**config.mk**
```make
export PLATFORM = sky130hd
export DESIGN_NAME = rps_match_ctrl_flat
export DESIGN_NICKNAME = d
export VERILOG_FILES = /design/src/rtl/rps_match_if.sv /design/src/rtl/rps_match_ctrl.sv /design/src/flat_wrapper.sv
export SDC_FILE = /design/constraint.sdc
export NUM_CORES = 1
export LEC_CHECK = 0
export ABC_AREA = 1
export CORE_MARGIN = 5
export CORE_UTILIZATION = 62
export CTS_BUF_LIST = sky130_fd_sc_hd__clkbuf_16
export DETAILED_ROUTE_END_ITERATION = 6
export GPL_TIMING_DRIVEN = 0
export PLACE_DENSITY = 0.92
export SLEW_MARGIN = 20
export SYNTH_ARGS = -nofsm -noshare
export SYNTH_HDL_FRONTEND = slang
export SYNTH_SLANG_ARGS = --single-unit
```
**constraint.sdc**
```tcl
create_clock -name clk_i -period 4.4 [get_ports clk_i]
set_input_delay 0.66 -clock clk_i [delete_from_list [all_inputs] [get_ports clk_i]]
set_output_delay 0.66 -clock clk_i [all_outputs]
set_load 0.01 [all_outputs]
```
**src/rtl/rps_match_if.sv**
```systemverilog
// Player inputs and display/score outputs of the rock-paper-scissors match controller.
// The slave modport is the controller side; the master modport is the board/driver side.
interface rps_match_if;
  logic [2:0] p1_i;
  logic [2:0] p2_i;
  logic       new_game_i;
  logic [2:0] state_o;
  logic [2:0] disp_sel_o;
  logic [2:0] disp_data_o;
  logic [3:0] p1_score_o;
  logic [3:0] p2_score_o;
  logic       game_over_o;

  modport master (
    output p1_i,
    output p2_i,
    output new_game_i,
    input  state_o,
    input  disp_sel_o,
    input  disp_data_o,
    input  p1_score_o,
    input  p2_score_o,
    input  game_over_o
  );

  modport slave (
    input  p1_i,
    input  p2_i,
    input  new_game_i,
    output state_o,
    output disp_sel_o,
    output disp_data_o,
    output p1_score_o,
    output p2_score_o,
    output game_over_o
  );
endinterface

```
**src/rtl/rps_match_ctrl.sv**
```systemverilog
// Rock-paper-scissors match controller: debounced move capture on a slow tick, timed reveal
// of both moves and the result, score keeping up to a win target, and a game-over hold.
module rps_match_ctrl #(
  parameter int unsigned TICK_DIV     = 208000,
  parameter int unsigned STABLE_TICKS = 3,
  parameter int unsigned SHOW_TICKS   = 5,
  parameter int unsigned WIN_TARGET   = 3
) (
  input  logic        clk_i,
  input  logic        reset_n,
  rps_match_if.slave  bus
);

  localparam int unsigned TickW  = (TICK_DIV > 1) ? $clog2(TICK_DIV) : 1;
  localparam int unsigned StabW  = $clog2(STABLE_TICKS + 1);
  localparam int unsigned PhaseW = (SHOW_TICKS > 1) ? $clog2(SHOW_TICKS) : 1;

  localparam logic [3:0] WinTgt   = 4'(WIN_TARGET);
  localparam logic [2:0] Rock     = 3'b001;
  localparam logic [2:0] Paper    = 3'b010;
  localparam logic [2:0] Scissors = 3'b100;
  localparam logic [2:0] ResP1    = 3'b001;
  localparam logic [2:0] ResP2    = 3'b010;
  localparam logic [2:0] ResDraw  = 3'b100;

  typedef enum logic [2:0] {
    StRelease = 3'd0,
    StCollect = 3'd1,
    StShowP1  = 3'd2,
    StShowP2  = 3'd3,
    StShowRes = 3'd4,
    StOver    = 3'd5
  } state_e;

  state_e            state_q, state_d;
  logic [TickW-1:0]  tick_cnt_q;
  logic [StabW-1:0]  stab_q, stab_d, stab_inc;
  logic [PhaseW-1:0] phase_q, phase_d;
  logic [2:0]        prev1_q, prev1_d, prev2_q, prev2_d;
  logic [2:0]        mv1_q, mv1_d, mv2_q, mv2_d;
  logic [3:0]        s1_q, s1_d, s2_q, s2_d;
  logic              tick, phase_last, both_valid;
  logic [2:0]        res_code;

  function automatic logic is_move(logic [2:0] m);
    return (m == Rock) || (m == Paper) || (m == Scissors);
  endfunction

  // Free-running prescaler; never cleared by new_game_i so tick cadence is undisturbed.
  assign tick = (tick_cnt_q == TickW'(TICK_DIV - 1));

  always_ff @(posedge clk_i or negedge reset_n) begin
    if (!reset_n) begin
      tick_cnt_q <= '0;
    end else begin
      tick_cnt_q <= tick ? '0 : tick_cnt_q + 1'b1;
    end
  end

  assign phase_last = (phase_q == PhaseW'(SHOW_TICKS - 1));
  assign both_valid = is_move(bus.p1_i) && is_move(bus.p2_i);

  always_comb begin
    res_code = ResP2;
    if (mv1_q == mv2_q) begin
      res_code = ResDraw;
    end else if ((mv1_q == Rock && mv2_q == Scissors) ||
                 (mv1_q == Scissors && mv2_q == Paper) ||
                 (mv1_q == Paper && mv2_q == Rock)) begin
      res_code = ResP1;
    end
  end

  always_comb begin
    state_d  = state_q;
    stab_d   = stab_q;
    phase_d  = phase_q;
    prev1_d  = prev1_q;
    prev2_d  = prev2_q;
    mv1_d    = mv1_q;
    mv2_d    = mv2_q;
    s1_d     = s1_q;
    s2_d     = s2_q;
    stab_inc = '0;

    if (bus.new_game_i) begin
      state_d = StRelease;
      stab_d  = '0;
      phase_d = '0;
      prev1_d = '0;
      prev2_d = '0;
      s1_d    = '0;
      s2_d    = '0;
    end else begin
      case (state_q)
        StRelease: begin
          if (tick && bus.p1_i == 3'b000 && bus.p2_i == 3'b000) begin
            state_d = StCollect;
            stab_d  = '0;
            prev1_d = '0;
            prev2_d = '0;
          end
        end
        StCollect: begin
          if (tick) begin
            prev1_d = bus.p1_i;
            prev2_d = bus.p2_i;
            if (both_valid && bus.p1_i == prev1_q && bus.p2_i == prev2_q) begin
              stab_inc = stab_q + 1'b1;
            end else if (both_valid) begin
              stab_inc = StabW'(1);
            end
            if (stab_inc == StabW'(STABLE_TICKS)) begin
              mv1_d   = bus.p1_i;
              mv2_d   = bus.p2_i;
              stab_d  = '0;
              phase_d = '0;
              state_d = StShowP1;
            end else begin
              stab_d = stab_inc;
            end
          end
        end
        StShowP1, StShowP2: begin
          if (tick) begin
            if (phase_last) begin
              phase_d = '0;
              state_d = (state_q == StShowP1) ? StShowP2 : StShowRes;
            end else begin
              phase_d = phase_q + 1'b1;
            end
          end
        end
        StShowRes: begin
          if (tick) begin
            if (phase_last) begin
              phase_d = '0;
              state_d = StRelease;
              // Reaching the target moves to OVER, so scores can never pass it.
              if (res_code == ResP1) begin
                s1_d = s1_q + 4'd1;
                if (s1_q + 4'd1 == WinTgt) state_d = StOver;
              end else if (res_code == ResP2) begin
                s2_d = s2_q + 4'd1;
                if (s2_q + 4'd1 == WinTgt) state_d = StOver;
              end
            end else begin
              phase_d = phase_q + 1'b1;
            end
          end
        end
        StOver: begin
          state_d = StOver;
        end
        default: begin
          state_d = StRelease;
        end
      endcase
    end
  end

  always_ff @(posedge clk_i or negedge reset_n) begin
    if (!reset_n) begin
      state_q <= StRelease;
      stab_q  <= '0;
      phase_q <= '0;
      prev1_q <= '0;
      prev2_q <= '0;
      mv1_q   <= '0;
      mv2_q   <= '0;
      s1_q    <= '0;
      s2_q    <= '0;
    end else begin
      state_q <= state_d;
      stab_q  <= stab_d;
      phase_q <= phase_d;
      prev1_q <= prev1_d;
      prev2_q <= prev2_d;
      mv1_q   <= mv1_d;
      mv2_q   <= mv2_d;
      s1_q    <= s1_d;
      s2_q    <= s2_d;
    end
  end

  always_comb begin
    bus.disp_sel_o  = 3'd0;
    bus.disp_data_o = 3'b000;
    bus.game_over_o = 1'b0;
    case (state_q)
      StShowP1: begin
        bus.disp_sel_o  = 3'd1;
        bus.disp_data_o = mv1_q;
      end
      StShowP2: begin
        bus.disp_sel_o  = 3'd2;
        bus.disp_data_o = mv2_q;
      end
      StShowRes: begin
        bus.disp_sel_o  = 3'd3;
        bus.disp_data_o = res_code;
      end
      StOver: begin
        bus.disp_sel_o  = 3'd4;
        bus.disp_data_o = (s1_q == WinTgt) ? ResP1 : ResP2;
        bus.game_over_o = 1'b1;
      end
      default: begin
        bus.disp_sel_o  = 3'd0;
      end
    endcase
  end

  assign bus.state_o    = state_q;
  assign bus.p1_score_o = s1_q;
  assign bus.p2_score_o = s2_q;

endmodule
```
**src/flat_wrapper.sv**
```systemverilog
// flat-port wrapper written by rule: the top's interface ports become plain ports
module rps_match_ctrl_flat 
#(
  parameter int unsigned TICK_DIV     = 208000,
  parameter int unsigned STABLE_TICKS = 3,
  parameter int unsigned SHOW_TICKS   = 5,
  parameter int unsigned WIN_TARGET   = 3
)
  (clk_i, reset_n, bus_p1_i, bus_p2_i, bus_new_game_i, bus_state_o, bus_disp_sel_o, bus_disp_data_o, bus_p1_score_o, bus_p2_score_o, bus_game_over_o);
  rps_match_if bus_i ();
  input  logic clk_i;
  input  logic reset_n;
  input wire logic [$bits(bus_i.p1_i)-1:0] bus_p1_i;
  input wire logic [$bits(bus_i.p2_i)-1:0] bus_p2_i;
  input wire logic [$bits(bus_i.new_game_i)-1:0] bus_new_game_i;
  output wire logic [$bits(bus_i.state_o)-1:0] bus_state_o;
  output wire logic [$bits(bus_i.disp_sel_o)-1:0] bus_disp_sel_o;
  output wire logic [$bits(bus_i.disp_data_o)-1:0] bus_disp_data_o;
  output wire logic [$bits(bus_i.p1_score_o)-1:0] bus_p1_score_o;
  output wire logic [$bits(bus_i.p2_score_o)-1:0] bus_p2_score_o;
  output wire logic [$bits(bus_i.game_over_o)-1:0] bus_game_over_o;
  assign bus_i.p1_i = bus_p1_i;
  assign bus_i.p2_i = bus_p2_i;
  assign bus_i.new_game_i = bus_new_game_i;
  assign bus_state_o = bus_i.state_o;
  assign bus_disp_sel_o = bus_i.disp_sel_o;
  assign bus_disp_data_o = bus_i.disp_data_o;
  assign bus_p1_score_o = bus_i.p1_score_o;
  assign bus_p2_score_o = bus_i.p2_score_o;
  assign bus_game_over_o = bus_i.game_over_o;
  rps_match_ctrl #(.TICK_DIV(TICK_DIV), .STABLE_TICKS(STABLE_TICKS), .SHOW_TICKS(SHOW_TICKS), .WIN_TARGET(WIN_TARGET)) u_core (.clk_i(clk_i), .reset_n(reset_n), .bus(bus_i));
endmodule
```
======== Word-level counts from Yosys, hierarchy flattened ========
Index checks and enable logic that the tools add are counted.
storage, ports and cells
  flip-flop bits (word level) ............. 46
  logic and storage cells ................. 140
  input bits .............................. 9
operators by class
  bitwise operators ....................... 1
  mux-type cells .......................... 55
  $add $sub $neg .......................... 5
  reduce and logical (&&, ||, !) cells .... 32
  equal/unequal tests ..................... 37
operators with widths
  kind                   number
  $mux 3                 24
  $mux 4                 11
  $pmux 3 s4             2
  $eq 3x2->1 const B     7
  $eq 3x3->1 const B     7
  $ne 3x2->1 const B     7
  $mux 2                 10
  $add 18x1->18 const B  1
  $eq 18x18->1 const B   1
  $eq 3x1->1 const B     6
  $mux 18                1
  $pmux 3 s2             3
  $pmux 3 s5             1
  $eq 4x2->1 const B     3
  $reduce_and 4->1       3
  $reduce_bool 2->1      5
  $eq 3x3->1             3
  $logic_not 3->1        3
  $add 4x1->4 const B    2
  $logic_and 1x1->1      8
  $reduce_and 7->1       1
  $logic_or 1x1->1       6
  $reduce_bool 3->1      2
  $reduce_and 5->1       1
  other kinds (11)       12

======== Longest topological paths before layout ========
  word-level depth ........................ 15
  mapped depth ............................ 13
  gate-level depth less buffers ........... 13

======== Worst setup path after synthesis ========
No wires, ideal clock.
  kind .................................... reg-to-output
  from .................................... register u_core.state_q[0] (netlist: u_core.bus.state_o[0])
  to ...................................... output bus_disp_data_o[0]
  setup slack ............................. 2.569 ns
  cell stages (with the launch flop) ...... 8
  data arrival time ....................... 1.171 ns
  cells stage by stage .................... dfrtp_1 inv_1 nand3_1 inv_1 nand2_1 inv_1 nor2_1 o221ai_1
between the ends
  cells in the longest elaborated chain, start to end .. 2
RTL lines
  item                                             RTL line               RTL
  start: declaration                               rps_match_ctrl.sv:35   state_e state_q, state_d;
  start signal: assignment                         rps_match_ctrl.sv:164  state_q <= StRelease;
  start signal: assignment                         rps_match_ctrl.sv:174  state_q <= state_d;
  $eq 3x3->1 / $eq 3x2->1 (equally long branches)  rps_match_ctrl.sv:190  case (state_q)
  $pmux 3 s4 (*)                                   rps_match_ctrl.sv:190
  end: declaration                                 flat_wrapper.sv:18     output wire logic [$bits(bus_i.disp_data_o)-1:0] bus_disp_data_o;
Mark *: on every way between the ends. The rest lies on a longest branch, timed or not.

======== Final worst setup path ========
  from .................................... register u_core.mv1_q[2]
  to ...................................... output bus_disp_data_o[1]
between the ends
  cells in the longest elaborated chain, start to end .. 7
RTL lines
  item                                             RTL line                                    RTL
  start: declaration                               rps_match_ctrl.sv:40                        logic [2:0] mv1_q, mv1_d, mv2_q, mv2_d;
  start signal: assignment                         rps_match_ctrl.sv:179                       mv1_q <= mv1_d;
  $eq 3x1->1 / $eq 3x3->1 (equally long branches)  rps_match_ctrl.sv:67, rps_match_ctrl.sv:68
  $logic_and 1x1->1 (on tied branches)             rps_match_ctrl.sv:67, rps_match_ctrl.sv:68
  $logic_or 1x1->1                                 rps_match_ctrl.sv:67                        end else if ((mv1_q == Rock && mv2_q == Scissors) ||
  $logic_or 1x1->1                                 rps_match_ctrl.sv:68                        (mv1_q == Scissors && mv2_q == Paper) ||
  $mux 2                                           rps_match_ctrl.sv:67
  $mux 3 (*)                                       rps_match_ctrl.sv:65                        if (mv1_q == mv2_q) begin
  $pmux 3 s4 (*)                                   rps_match_ctrl.sv:190
Marks and branches as above.

==> run metrics <==
status=finished, final reports clean; # fillers=342; layout cell share with drive strength beyond 1=0.111; final setup vio count=0; Antenna Nets Post-Route=0; Initial Util=0.632; max-slew violation count=0; Pre-antenna DRT Iters=6; wire per inst=14.0 um; Post-layout nets=449; CTS H-Tree Depth=2; reg-to-reg slack, setup=2.47 ns; post-CTS sizing=0; Worst IR Drop VDD=214 uV; Total Routing Usage GR=0.246; Design Area, Final=0.00348 mm2; Worst R2R Path Depth=10; slowest CP cell=clkdlybuf4s50_1; TritonCTS buffer count=5; # IOs=27; initial antenna violation count=0; sequential element share of the synthesized area=0.391; area of the die=0.00623 mm2; CP Cell Sequence=inv_1 -> nand2_1 -> inv_1 -> nand3_1 -> nand3_1 -> nor3_1 -> a21oi_1 -> o221ai_1 -> clkdlybuf4s50_1; slowest stage delay, CP=0.56 ns; clock power share=0.358; Synth top area share=0.391; P_sw=0.429 mW; post-layout minimum cycle time=3.02 ns; worst-skew pair later-pin latency=0.29 ns; Yosys cell types=41; Slew headroom=0.626; number of remaining DRC errors=0; Cells after Synth=399; setup_tns=0 ns; combinational power share=0.282; Synth Flop Type=dfrtp_1; RSZ-0062 raised after global routing=no; Die Width=78.9 um; Crit Reg-Reg Endpoint=u_core.bus.p2_score_o[0]; critical path required time=3.74 ns; CTS Buffer Depth=2; Worst-Margin Slew=0.560 ns; core area=0.00466 mm2; worst path arrival time=2.36 ns; setup bufs post-CTS=0; commonest non-fill, non-tap cells in the layout=nand2_1, inv_1, nor2_1; Clock transition at path regs=0.07 ns; Placer Congestion=0.872; first-pass GRT wire length=12.2 mm; Seq pwr share=0.360; Iter 0 DRT Violations=220; Async SR Flop Fraction=1.00; DIE HEIGHT=78.9 um; crit share post-route=0.687; CTS Hold Buffers Added=0; Area Overhead vs Synth=18.3%; Leak=1.80 nW; critical path class=flop to primary output; Layout Skew=0.00720 ns; Final Hold Vio Count=0; CTS Sinks=46; P_int=0.923 mW; syn_nets=415; n_diodes=0; via count of the first global-routing pass=2,721; CTS tree=built; startpoint types=flop; f_max=331 MHz; Max-cap violations=0; DP Area=0.00330 mm2; Avg Cell Area, Syn=7.38 um2; RR Startpoint=u_core.mv1_q[2]; power density cells=388 mW/mm2; Synth Register Bits=46; Post-Syn Area=0.00295 mm2; crit path max fanout=4; row cnt=25; via/cell ratio=5.77; largest area contributor in the netlist=dfrtp_1; DP Wirelength=4.97 mm; PortBufs=26; number of synthesized flops with an enable pin=0; total gr overflow=0; top post-synthesis cells by area=dfrtp_1, nand2_1, inv_1, nor2_1, nand3_1; most common cell after layout, fill and taps aside=nand2_1; Root Buffer=clkbuf_16; class of the worst hold path=primary input to asynchronous set/reset pin; pin count of the biggest net entering global routing=25; Worst setup EP type=primary output; warnings from Yosys=0; via count=2,816; switch share=0.318; Fin Hold WS=0.353 ns; routed wire length=6.82 mm; post-layout util=0.748
-- kinds of logic (layout without fill, tap and decap cells) --
| group | Yosys count | in the layout | synth area share |
|---|---|---|---|
| adders and majority gates | 7 | 7 | 0.0297 |
| buffers and inverters | 70 | 105 | 0.0956 |
| AOI/OAI and AO/OA | 50 | 50 | 0.111 |
| DFF | 46 | 46 | 0.391 |
| xor gates and xnor gates | 8 | 8 | 0.0238 |
| and+or+nand+nor | 218 | 218 | 0.349 |
-- area by class of cell --
| class | count | area (um2) | area share |
|---|---|---|---|
| flip-flops and latches | 46 | 1150 | 0.330 |
| clock inverters | 3 | 63.8 | 0.0183 |
| inverters | 66 | 248 | 0.0711 |
| well taps | 54 | 67.6 | 0.0194 |
| repair buffers | 27 | 283 | 0.0811 |
| plain buffers | 4 | 33.8 | 0.00969 |
| clock buffers | 5 | 125 | 0.0359 |
| multi-input cells | 283 | 1510 | 0.434 |
-- flip-flops by register name, summed over array words and instances, names as in the netlist --
| name | flops |
|---|---|
| u_core.mv2_q | 3 |
| u_core.prev1_q | 3 |
| u_core.bus.p2_score_o | 4 |
| u_core.tick_cnt_q | 18 |
| u_core.mv1_q | 3 |
| u_core.prev2_q | 3 |
| u_core.phase_q | 3 |
| u_core.bus.p1_score_o | 4 |
| u_core.stab_q | 2 |
| u_core.bus.state_o | 3 |
-- worst max path at each step --
stage                          start                  to
2_1_floorplan  u_core.bus.state_o[0]  bus_disp_data_o[0]
3_3_place_gp                 reset_n   u_core.prev2_q[0]
3_5_place_dp         u_core.mv1_q[2]  bus_disp_data_o[1]
4_1_cts              u_core.mv1_q[2]  bus_disp_data_o[1]
5_1_grt              u_core.mv1_q[2]  bus_disp_data_o[1]
6_report             u_core.mv1_q[2]  bus_disp_data_o[1]
-- through the flow --
step,instances,setup slack (ns),power (mW)
after floorplan,399,2.57,0.744
after global placement,479,1.44,0.850
after detailed placement,480,1.86,0.865
after CTS,488,1.45,1.35
after global routing,488,1.21,1.43
final,488,1.38,1.35
-- worst max-delay path: cells and delay by family (launching register included) --
family	cells	cell delay [ns]
AOI/OAI and AO/OA	2	0.17
DFF	1	0.42
and+or+nand+nor	4	0.77
buffers and inverters	3	0.71
-- layer usage --
metal,track usage,vias up,wire length [um]
met5,0,-,0
met4,0.110,0,225
met3,0.0544,29,369
met2,0.425,117,3420
met1,0.294,1326,2810
li1,-,1344,-
-- Yosys cell counts, types with 2 or more instances --
| cell type | instances |
|---|---|
| nand2_1 | 97 |
| inv_1 | 62 |
| nor2_1 | 50 |
| dfrtp_1 | 46 |
| nand3_1 | 33 |
| o21ai_0 | 18 |
| nor3_1 | 8 |
| o21ai_2 | 8 |
| a21oi_1 | 7 |
| ha_1 | 7 |
| xor2_1 | 7 |
| nand4_1 | 6 |
| nand2_2 | 4 |
| nand2_4 | 4 |
| o21ai_1 | 4 |
| inv_2 | 3 |
| nor2_2 | 3 |
| o221ai_1 | 3 |
| clkbuf_4 | 2 |
| nand4_2 | 2 |
| nor2_4 | 2 |
| o22ai_1 | 2 |
| o31ai_1 | 2 |
| or2_2 | 2 |
-- power groups by stage --
| stage | clock network, mW | logic (mW) | registers (mW) |
|---|---|---|---|
| after floorplan | 0 | 0.251 | 0.493 |
| after global placement | 0 | 0.358 | 0.492 |
| after detailed placement | 0 | 0.371 | 0.494 |
| after CTS | 0.487 | 0.377 | 0.486 |
| after global routing | 0.508 | 0.429 | 0.494 |
| final | 0.484 | 0.381 | 0.487 |
No activity file was read; power rests on OpenSTA's default activity.
